<file path="src/rtl/orientation_pkg.sv">
// Shared types and constants for the orientation SPI receiver and the face renderer.
package orientation_pkg;

  localparam int unsigned WORD_W_DEF = 32;
  localparam int unsigned SQUARES    = 9;
  localparam int unsigned SQ_W       = 3;

  // Square color codes, shared with the renderer's color conversion
  localparam logic [SQ_W-1:0] COLOR_RED    = 3'b000;
  localparam logic [SQ_W-1:0] COLOR_ORANGE = 3'b001;
  localparam logic [SQ_W-1:0] COLOR_YELLOW = 3'b010;
  localparam logic [SQ_W-1:0] COLOR_GREEN  = 3'b011;
  localparam logic [SQ_W-1:0] COLOR_BLUE   = 3'b100;
  localparam logic [SQ_W-1:0] COLOR_PURPLE = 3'b101;

  typedef enum logic [2:0] {
    IDLE   = 3'd0,
    SHIFT  = 3'd1,
    COMMIT = 3'd2,
    RENDER = 3'd3,
    DONE   = 3'd4
  } state_e;

  // True when every square field holds a defined color code
  function automatic logic squares_ok(input logic [SQUARES*SQ_W-1:0] f);
    logic ok;
    ok = 1'b1;
    for (int k = 0; k < int'(SQUARES); k++) begin
      if (f[k*SQ_W +: SQ_W] > COLOR_PURPLE) ok = 1'b0;
    end
    return ok;
  endfunction

endpackage

</file>
<file path="src/rtl/orientation_rx_sync_edge.sv">
// Multi-stage pin synchronizer with registered rise/fall pulses against a delayed copy.
module sync_edge #(
  parameter int unsigned SYNC_STAGES = 2
) (
  input  logic clk,
  input  logic reset_n,
  input  logic din,
  output logic q,
  output logic rise,
  output logic fall
);

  logic [SYNC_STAGES-1:0] sync_r;
  logic                   q_d;

  always_ff @(posedge clk or negedge reset_n) begin
    if (!reset_n) begin
      sync_r <= '0;
      q_d    <= 1'b0;
      rise   <= 1'b0;
      fall   <= 1'b0;
    end else begin
      sync_r <= {sync_r[SYNC_STAGES-2:0], din};
      q_d    <= sync_r[SYNC_STAGES-1];
      rise   <= sync_r[SYNC_STAGES-1] & ~q_d;
      fall   <= ~sync_r[SYNC_STAGES-1] & q_d;
    end
  end

  assign q = sync_r[SYNC_STAGES-1];

endmodule

</file>
<file path="src/rtl/orientation_rx.sv">
// Oversampled SPI receiver for the cube orientation word with renderer handshake.
// Optional build macro ORIENT_CHECK_EN adds color-field validation at commit.
module orientation_rx
  import orientation_pkg::*;
#(
  parameter int unsigned WORD_W      = WORD_W_DEF,
  parameter int unsigned SYNC_STAGES = 2
) (
  input  logic              clk,
  input  logic              reset_n,
  input  logic              sck,
  input  logic              sdi,
  input  logic              load,
  input  logic              frame_done,
  output logic [WORD_W-1:0] orientation,
  output logic              orient_valid,
  output logic              done,
  output logic              frame_err
);

  localparam int unsigned CNT_W = $clog2(WORD_W + 2);
  localparam logic [CNT_W-1:0] CNT_FULL = CNT_W'(WORD_W);
  localparam logic [CNT_W-1:0] CNT_SAT  = CNT_W'(WORD_W + 1);

  logic sdi_s;
  logic sck_rise, load_rise, load_fall;
  logic unused_sck_q, unused_sck_fall, unused_load_q, unused_sdi_rise, unused_sdi_fall;

  sync_edge #(.SYNC_STAGES(SYNC_STAGES)) u_sck (
    .clk(clk), .reset_n(reset_n), .din(sck),
    .q(unused_sck_q), .rise(sck_rise), .fall(unused_sck_fall)
  );

  sync_edge #(.SYNC_STAGES(SYNC_STAGES)) u_load (
    .clk(clk), .reset_n(reset_n), .din(load),
    .q(unused_load_q), .rise(load_rise), .fall(load_fall)
  );

  sync_edge #(.SYNC_STAGES(SYNC_STAGES)) u_sdi (
    .clk(clk), .reset_n(reset_n), .din(sdi),
    .q(sdi_s), .rise(unused_sdi_rise), .fall(unused_sdi_fall)
  );

  state_e            state;
  logic [WORD_W-1:0] sh, sh_nxt_c;
  logic [CNT_W-1:0]  bcnt, bcnt_nxt_c;
  logic              frame_ok_c;

  // Shift applied ahead of the commit decision so a coincident sck rise is counted
  always_comb begin
    sh_nxt_c   = sh;
    bcnt_nxt_c = bcnt;
    if (state == SHIFT && sck_rise) begin
      sh_nxt_c = {sh[WORD_W-2:0], sdi_s};
      if (bcnt != CNT_SAT) bcnt_nxt_c = bcnt + CNT_W'(1);
    end
  end

`ifdef ORIENT_CHECK_EN
  always_comb begin
    frame_ok_c = (bcnt_nxt_c == CNT_FULL)
              && (sh_nxt_c[WORD_W-1:SQUARES*SQ_W] == '0)
              && squares_ok(sh_nxt_c[SQUARES*SQ_W-1:0]);
  end
`else
  always_comb begin
    frame_ok_c = (bcnt_nxt_c == CNT_FULL);
  end
`endif

  always_ff @(posedge clk or negedge reset_n) begin
    if (!reset_n) begin
      state        <= IDLE;
      sh           <= '0;
      bcnt         <= '0;
      orientation  <= '0;
      orient_valid <= 1'b0;
      done         <= 1'b0;
      frame_err    <= 1'b0;
    end else begin
      orient_valid <= 1'b0;
      sh           <= sh_nxt_c;
      bcnt         <= bcnt_nxt_c;
      if (load_rise) begin
        // A new frame pre-empts whatever the block was doing
        state <= SHIFT;
        bcnt  <= '0;
        done  <= 1'b0;
      end else begin
        case (state)
          IDLE: state <= IDLE;
          SHIFT: begin
            if (load_fall) begin
              state <= COMMIT;
              if (frame_ok_c) begin
                orientation  <= sh_nxt_c;
                orient_valid <= 1'b1;
                frame_err    <= 1'b0;
              end else begin
                frame_err <= 1'b1;
              end
            end
          end
          COMMIT: state <= orient_valid ? RENDER : IDLE;
          RENDER: begin
            if (frame_done) begin
              state <= DONE;
              done  <= 1'b1;
            end
          end
          DONE:    state <= DONE;
          default: state <= IDLE;
        endcase
      end
    end
  end

endmodule

</file>
<file path="config.mk">
export PLATFORM = sky130hd
export DESIGN_NAME = orientation_rx
export DESIGN_NICKNAME = d
export VERILOG_FILES = /design/src/rtl/orientation_pkg.sv /design/src/rtl/orientation_rx_sync_edge.sv /design/src/rtl/orientation_rx.sv
export SDC_FILE = /design/constraint.sdc
export NUM_CORES = 1
export LEC_CHECK = 0
export BUFFER_PORTS_ARGS = -buffer_cell sky130_fd_sc_hd__clkbuf_2
export CELL_PAD_IN_SITES_DETAIL_PLACEMENT = 1
export CELL_PAD_IN_SITES_GLOBAL_PLACEMENT = 1
export CORE_MARGIN = 2
export CORE_UTILIZATION = 46
export DETAILED_ROUTE_END_ITERATION = 8
export GPL_TIMING_DRIVEN = 0
export PLACE_DENSITY = 0.9
export SLEW_MARGIN = 20
export SYNTH_ARGS = -nofsm -noshare
export SYNTH_HDL_FRONTEND = slang
export SYNTH_SLANG_ARGS = --single-unit
</file>
<file path="constraint.sdc">
create_clock -name clk -period 2.5 [get_ports clk]
set_input_delay 0.125 -clock clk [delete_from_list [all_inputs] [get_ports clk]]
set_output_delay 0.125 -clock clk [all_outputs]
set_load 0.02 [all_outputs]
</file>
After elaboration in Yosys (flattened, before gate mapping)
Index checks and enable logic that the tools add are counted.
{ "word_totals": {"reg_bits": 87, "word_cells": 55, "in_bits": 6} }
{ "classes": {"n_eq_ne": 8, "mux": 17, "n_bitwise": 7, "n_addsub": 1, "reduce_logical": 7} }
{ "op_table": {"columns": ["operator", "n"], "rows": [
  ["2-to-1 mux 32 bit", 1],
  ["2-to-1 mux 6 bit", 3],
  ["case mux 3 bit (4 select lines)", 1],
  ["2-to-1 mux 3 bit", 3],
  ["2-to-1 mux 1 bit", 8],
  ["adder 6 x 1 -> 6 bit, second input constant", 1],
  ["== test 3 x 2 -> 1 bit, second input constant", 2],
  ["== test 6 bit, second input constant", 1],
  ["!= test 6 bit, second input constant", 1],
  ["inverter 1 bit", 4],
  ["AND reduction 2 bit", 2],
  ["AND reduction 4 bit", 1],
  ["nonzero test 2 bit", 2],
  ["AND 1 bit", 3],
  ["== test 3 x 1 -> 1 bit, second input constant", 1],
  ["== test 3 bit, second input constant", 1],
  ["!= test 3 x 1 -> 1 bit, second input constant", 1],
  ["!= test 3 x 2 -> 1 bit, second input constant", 1],
  ["AND reduction 3 bit", 1],
  ["2-to-1 mux 2 bit", 1],
  ["logical AND 1 bit", 1]
]} }

Longest topological paths before layout
Gate-level depths: netlist of the first run.
{ "logic_depth": {"word_depth": 8, "ltp_mapped": 8, "ltp_nobuf": 7} }

By module
From an unflattened synthesis of the first run, not the netlist that was laid out.
{ "unflattened": {"hier_cells": 234, "area_unflattened_um2": 3633.5} }
{ "by_module_without_submodules": {"columns": ["module", "area_each_um2", "cells_each", "n_inst"], "rows": [
  ["orientation_rx", 3213.1, 213, 1],
  ["sync_edge", 140.1, 7, 3]
]} }

Worst setup path before layout of the first run
No wires, ideal clock.
{ "synth_timing": {"path_kind": "reg-to-reg", "start": "register state[1]", "end": "register orientation[0]", "slack_ns": 0.201, "n_path_buf": 3, "t_arrival_ns": 2.174, "path_stages_with_launch": 8, "setup_ns": 0.125, "required_time_ns": 2.375, "cell_sequence": "dfrtp_1 buf_6 nor4bb_1 buf_2 a41oi_1 nor4_4 buf_6 mux2_4"} }
{ "synth_between": {"elab_chain_cells": 5, "elab_cells_between_ends": 6, "classes_between": "eq/ne: 2; mux: 2; reduce/logical: 2"} }
{ "synth_lines": {"columns": ["element", "line", "source"], "rows": [
  ["from (decl)", "orientation_rx.sv:44", "state_e state;"],
  ["from (signal assigned)", "orientation_rx.sv:104", "COMMIT: state <= orient_valid ? RENDER : IDLE;"],
  ["== test 3 x 1 -> 1 bit (*)", "orientation_rx.sv:53, orientation_rx.sv:90", null],
  ["logical AND 1 bit", "orientation_rx.sv:53", "if (state == SHIFT && sck_rise) begin"],
  ["2-to-1 mux 6 bit", "orientation_rx.sv:53", null],
  ["== test 6 bit", "orientation_rx.sv:67", "frame_ok_c = (bcnt_nxt_c == CNT_FULL);"],
  ["AND reduction 4 bit (no line)", null, null],
  ["to (signal assigned)", "orientation_rx.sv:96", "orientation <= sh_nxt_c;"],
  ["to (decl)", "orientation_rx.sv:15", "output logic [WORD_W-1:0] orientation,"]
]} }
Mark *: on every way between the ends. The rest lies on a longest branch, timed or not.
A chain may end at the register's enable or synchronous reset.

Worst setup path in the final report of the first run
{ "layout_timing": {"start": "register bcnt[1]", "end": "register orientation[9]"} }
{ "layout_between": {"elab_chain_cells": 5, "elab_cells_between_ends": 6, "classes_between": "add/sub: 1; eq/ne: 2; mux: 2; reduce/logical: 1"} }
{ "layout_lines": {"columns": ["element", "line", "source"], "rows": [
  ["from (decl)", "orientation_rx.sv:46", "logic [CNT_W-1:0] bcnt, bcnt_nxt_c;"],
  ["from (signal assigned)", "orientation_rx.sv:83", "bcnt <= bcnt_nxt_c;"],
  ["adder 6 x 1 -> 6 bit / != test 6 bit (equally long branches)", "orientation_rx.sv:55", "if (bcnt != CNT_SAT) bcnt_nxt_c = bcnt + CNT_W'(1);"],
  ["2-to-1 mux 6 bit", "orientation_rx.sv:55", null],
  ["2-to-1 mux 6 bit (*)", "orientation_rx.sv:53", null],
  ["== test 6 bit (*)", "orientation_rx.sv:67", null],
  ["AND reduction 4 bit (no line) (*)", null, null]
]} }
Marked as above.

==> results by group, run 1 <==
CTS
  – CTS Sinks: 87
  – Clock transition at the registers of the reported paths: 0.09 ns
  – CTS max path bufs: 2
  – TritonCTS buffer count: 9
  – Worst skew pair latency: around 0.36 ns
  – Root Buffer: clkbuf_8
  – CTS tree: done
  – H-tree levels: 3

Synth
  – Asr flop ratio synth: 100%
  – Distinct cells, synth: 35
  – Sequential share of the synthesized area: 63.5%
  – Syn_nets: 292
  – Mean Syn Cell Area: 12.1 um2
  – EDFF count, synth: 0
  – Total of warnings raised by yosys: 0
  – Gate Count Post-Synth: 284
  – Synth Cell Area: 3430 um2
  – Flops & latches, synth: between 80 and 90
  – Ys flop type: dfrtp_1

Setup path
  – CP arrival: 2.71 ns
  – Crit path from: bcnt[1]
  – Reg2Reg Launch Point: bcnt[1]
  – Worst Setup End Kind: flip-flop
  – Critical path depth in cells: 9
  – Crit path cell chain: inv_1 -> ha_1 -> nand4bb_1 -> a311oi_1 -> a41oi_1 -> nor4_4 -> buf_4 -> buf_6 -> mux2_4
  – CP delay by family, top: simple AND/OR/NAND/NOR gates
  – CP Buf/Inv Count: 3
  – Crit start category: flip-flop
  – Max FO, Critical Path: 10
  – Slowest-stage cell, CP: dfrtp_1
  – Critical Path RT: 2.74 ns
  – Max incr delay on CP: 0.42 ns
  – Reg2reg path depth: 9
  – CP Class: flip-flop to flip-flop

Power
  – Worst IR Drop VDD: 0.000336 V
  – Static leakage: about 2.1 nW
  – PwrDens: 661 nW/um2
  – Total power: 2.71 mW

Floorplanning
  – DIE AREA: ~8200 um2
  – Rows: 31
  – CORE AREA: around 7200 um2
  – # IOs: 41
  – Starting Density: 47.5%
  – Die width: 90.3 um
  – Die height: 90.3 um

Layout
  – Non-Filler Instances: 453
  – Nets: 357
  – Area Overhead vs Synth: 19.6%
  – Commonest non-fill, non-tap cells in the layout: nand2_1 (100), dfrtp_1 (86), clkbuf_2 (39)
  – Leading cell type in the layout, fill and taps excluded: nand2_1
  – Share of layout cells above drive strength 1: 29.1%
  – Diode count: 0

Hold path
  – Min-Delay Path Depth: 3
  – Class of the worst hold path: primary input to flip-flop
  – Hold path startpoint: frame_done

GRT
  – Number of global-route vias before repair: 2,507
  – Grt ovf: 0
  – Largest net degree at the start of global routing: 88
  – Overall routing resource usage: 18.9%
  – Initial antenna violation count: 0
  – First-pass GRT wire length: approximately 12 mm

Routing
  – DR WL/cell: 17.1 um
  – Vias per cell: 5.06
  – Antenna Nets Post-Route: 0
  – Pre-antenna DRT Iters: 4
  – Post-Route WL: 7.77 mm
  – DRC Markers: 0
  – Drt initial violations: 128
  – Via count: 2,291

Outcome
  – Outcome: completed

STA
  – Final setup viols: 0
  – Period minus WS final: roughly 2.5 ns
  – Relative slew slack: a little over half
  – Fin crit share: 98.8%
  – Setup TNS: 0 ns
  – Final slew viol count: 0
  – Maximum clock frequency: 405 MHz
  – Final Hold Vio Count: 0
  – Clock skew: roughly 0.014 ns
  – Slew at the pin with the worst max-slew slack: around 0.7 ns

Placed design
  – Placed cells: 423
  – Port Buffer Count: 40
  – GPL Wtd Cong: 0.763
  – DP HPWL: 4.64 mm

Job
  – MaxCap Viol Count: 0
[state kept, by name, summed over array words and instances, names as in the netlist]
register and cells:
frame_err 1, u_sdi.sync_r 2, u_sck.rise 1, state 3, orientation 32, u_sck.sync_r 2, u_load.rise 1, orient_valid 1
u_sck.q_d 1, sh 32, bcnt 6, u_load.q_d 1, done 1, u_load.sync_r 2, u_load.fall 1
[per-stage QoR]
| stage | setup WS (ns) | utilization [%] | hold slack [ns] | instance area [um2] |
|---|---|---|---|---|
| 4_1_cts | 0.0311 | 55.6 | 0.0747 | 4010 |
| 5_1_grt | -0.0538 | 56.8 | 0.122 | 4100 |
| 3_5_place_dp | -0.223 | 52.1 | 0.231 | 3760 |
| 3_3_place_gp | -0.136 | 52.0 | 0.234 | 3750 |
| 2_1_floorplan | 0.201 | - | -0.171 | 3430 |
| 6_report | 0.0301 | 56.8 | 0.0985 | 4100 |
[repair_timing]
action	4_1_cts	5_1_grt
buffers inserted	4	6
hold buffers	4	0
resized for setup	0	11
pin swaps	1	3
setup endpoints to repair	32	32
hold endpoints to repair	90	0
[cell families (layout without fill, tap and decap cells)]
group / Yosys count / in the layout / synth area share (%)
fa+ha+maj: 2 / 2 / 0.730
simple gates: 129 / 129 / 16.4
xor+xnor: 4 / 4 / 1.02
mux: 35 / 35 / 13.6
compound gates: 12 / 12 / 2.19
buf+inv: 15 / 85 / 2.59
flops: 87 / 87 / 63.5
[path summary, 6_finish.rpt]
kind                               endpoint  slack [ns]
min in group asynchronous   orientation[14]        0.37
min                                state[2]         0.1
max                          orientation[9]        0.03
min reg2reg                u_load.sync_r[1]        0.36
max in group asynchronous           bcnt[0]        1.62
max reg2reg                  orientation[9]        0.03
[cell type report]
class                   count  area, um2
inverters                   2       7.51
fillers                   799       3110
plain buffers              13       87.6
clock buffers              10        138
clock inverters             6       42.5
repair buffers             54        324
well taps                  99        124
flip-flops and latches     87       2180
multi-input cells         182       1200
[worst reg2reg max path, cell delays in order (launching register included)]
cell and delay [ns]:
dfrtp_1 0.42, inv_1 0.07, ha_1 0.15, nand4bb_1 0.20, a311oi_1 0.31, a41oi_1 0.13, nor4_4 0.38, buf_4 0.20
buf_6 0.18, mux2_4 0.31
[layer usage]
layer	routed length, um	global-route usage, %	part of all wire, %	vias to the layer above
li1	-	-	-	1055
met5	0	0	0	-
met3	248	3.76	3.2	16
met2	4100	34.3	53	50
met1	3250	22.3	42	1170
met4	167	7.05	2.2	0
[power breakdown]
part | switching, mW | internal, mW | leakage, nW
clock | 0.522 | 0.392 | 0.0891
sequential | 0.0583 | 1.49 | 1.18
combinational | 0.164 | 0.0894 | 0.877
[synth_stat cells (all sizes together), types with 2 or more instances]
| master | instances | area (um2) |
|---|---|---|
| nand2 | 100 | 375 |
| dfrtp | 87 | 2180 |
| mux2 | 32 | 435 |
| nor2 | 12 | 45.0 |
| buf | 9 | 66.3 |
| a21oi | 5 | 25.0 |
| clkbuf | 4 | 15.0 |
| nor2b | 4 | 25.0 |
| mux2i | 3 | 30.0 |
| ha | 2 | 25.0 |
| inv | 2 | 7.51 |
| nand3 | 2 | 10.0 |
| nand4bb | 2 | 22.5 |
| nor3 | 2 | 15.0 |
| o21ai | 2 | 10.0 |
| xnor2 | 2 | 17.5 |
| xor2 | 2 | 17.5 |
(Power assumes the default switching activity.)
==> run 2, diff against run 1 <==
Settings changed: CORE_UTILIZATION 46 to 48, SYNTH_HIERARCHICAL set to 1.
==> results by group, run 2 <==
CTS
  – CTS Sinks: a little under 90
  – Root Buffer: clkbuf_8
  – CTS tree: done
  – TritonCTS buffer count: 9
  – H-tree levels: 3
  – CTS max path bufs: 2
  – Clock transition at the registers of the reported paths: 0.09 ns
  – Worst skew pair latency: 0.35 ns

Setup path
  – Crit start category: flip-flop
  – Crit path from: bcnt[1]
  – Worst Setup End Kind: flip-flop
  – CP Class: flip-flop to flip-flop
  – Max incr delay on CP: 0.42 ns
  – Critical Path RT: ~2.7 ns
  – CP arrival: 2.65 ns
  – Slowest-stage cell, CP: dfrtp_1
  – Max FO, Critical Path: 10
  – Reg2Reg Launch Point: bcnt[1]
  – Crit path cell chain: inv_1 -> ha_1 -> nor4b_2 -> and2_4 -> nand2_1 -> a2111oi_4 -> buf_6 -> buf_8 -> mux2_4

Layout
  – Top Registers: orientation x32, sh x32, bcnt x6
  – Commonest non-fill, non-tap cells in the layout: dfrtp_1 (86), clkbuf_2 (39), mux2_2 (36)
  – Share of layout cells above drive strength 1: 48.3%
  – Nets: 293
  – Number of fill cells: approximately 700
  – Leading cell type in the layout, fill and taps excluded: dfrtp_1
  – Non-Filler Instances: around 400
  – Area Overhead vs Synth: 18.3%
  – Diode count: 0
  – Final instance area: 4150 um2

STA
  – Final slew viol count: 0
  – Final Hold Vio Count: 0
  – Final setup viols: 0
  – RSZ-0062 raised after global routing: no
  – Maximum clock frequency: 414 MHz
  – Period minus WS final: 2.41 ns
  – Relative slew slack: between 50% and 60%
  – Slew at the pin with the worst max-slew slack: 0.695 ns
  – Final WS setup: between 0.08 and 0.09 ns
  – Fin crit share: 96.5%
  – Clock skew: 0.00761 ns

Routing
  – Pre-antenna DRT Iters: 4
  – Antenna Nets Post-Route: 0
  – DR WL/cell: 17.0 um
  – Vias per cell: roughly 5.1
  – Via count: 1,982
  – DRC Markers: 0
  – Post-Route WL: 6.61 mm
  – Met1 Wirelength: 2.86 mm
  – Drt initial violations: 82
  – Met2 WL: ~3.4 mm
  – DR top layer: met4
  – Routed wl met3: 238 um

Power
  – PwrDens: 663 nW/um2
  – Total power: 2.75 mW
  – Static leakage: 2.03 nW
  – Worst IR Drop VDD: 0.000410 V

GRT
  – Number of global-route vias before repair: 2,162
  – Overall routing resource usage: approximately 18%
  – Largest net degree at the start of global routing: 88
  – Grt ovf: 0
  – Initial antenna violation count: 0
  – First-pass GRT wire length: 10.9 mm

Floorplanning
  – Die width: 89.5 um
  – DIE AREA: roughly 8000 um2
  – # IOs: 41
  – Starting Density: a little under 50%
  – Die height: 89.5 um
  – Rows: 31
  – CORE AREA: 7180 um2

Synth
  – Total of warnings raised by yosys: 6
  – Syn_nets: 235
  – Synth Cell Area: 3510 um2
  – Mean Syn Cell Area: 15.5 um2
  – Gate Count Post-Synth: 227

Placed design
  – Cell Area, Placed: 3840 um2
  – Placed cells: 366
  – Port Buffer Count: 40
  – GPL Wtd Cong: 0.904
  – DP HPWL: approximately 4.2 mm
  – Place WS: -0.386 ns

Outcome
  – Outcome: completed

Job
  – MaxCap Viol Count: 0

Hold path
  – Hold path startpoint: frame_done
  – Class of the worst hold path: primary input to flip-flop
==> run 2: final cells by class <==
cell class	instances	area (um2)	share of cell area [%]
flip-flops and latches	87	2180	52.5
repair buffers	47	275	6.63
plain buffers	11	97.6	2.35
clock buffers	12	155	3.74
inverters	3	11.3	0.271
well taps	99	124	2.98
clock inverters	4	30.0	0.723
multi-input cells	126	1280	30.8
==> run 2: per-layer routing <==
metal | up-vias | track usage, %
li1 | 913 | -
met1 | 1030 | 24.0
met2 | 31 | 29.2
met3 | 8 | 5.45
met4 | 0 | 7.06
met5 | - | 0
==> run 2: final timing paths <==
check                                   endpoint  slack [ns]  cells after the start
min in group asynchronous             u_sck/rise        0.35                      2
worst min-delay path                        done        0.08                      3
worst max-delay path             orientation[11]        0.09                      9
worst max register to register   orientation[11]        0.09                      9
max in group asynchronous                bcnt[0]        1.59                      2
worst min register to register  u_load/sync_r[1]        0.35                      0
==> run 2: repair_timing <==
| item | in CTS | in global routing |
|---|---|---|
| endpoints found under the hold margin | 90 | 0 |
| pin swaps | 1 | 0 |
| setup endpoints to repair | 34 | 33 |
| buffers inserted | 2 | 1 |
| gates resized for setup | 3 | 11 |
| hold buffers | 4 | 0 |
==> run 2: through the flow <==
stage                     setup TNS (ns)  hold slack, ns  util (%)
final                                  0          0.0758      57.9
after global placement             -8.50           0.236      53.4
after global routing                   0          0.0812      57.9
after CTS                              0          0.0612      57.1
after detailed placement          -11.43           0.223      53.5
after floorplan                        0          -0.171         -
==> run 2: critical path, delay by kind of cell, from the launching register on <==
family	cells	cell delay [ns]
DFF	1	0.42
muxes	1	0.32
AOI/OAI and AO/OA	1	0.37
buffers and inverters	3	0.45
adders and majority gates	1	0.14
and+or+nand+nor	3	0.61
==> run 2: report_power, final <==
group | switching, mW | leakage, nW | total, mW | internal (mW)
Clock | 0.493 | 0.0809 | 0.909 | 0.416
Sequential | 0.0633 | 1.17 | 1.56 | 1.50
Combinational | 0.149 | 0.775 | 0.281 | 0.132
Total | 0.706 | 2.03 | 2.75 | 2.05
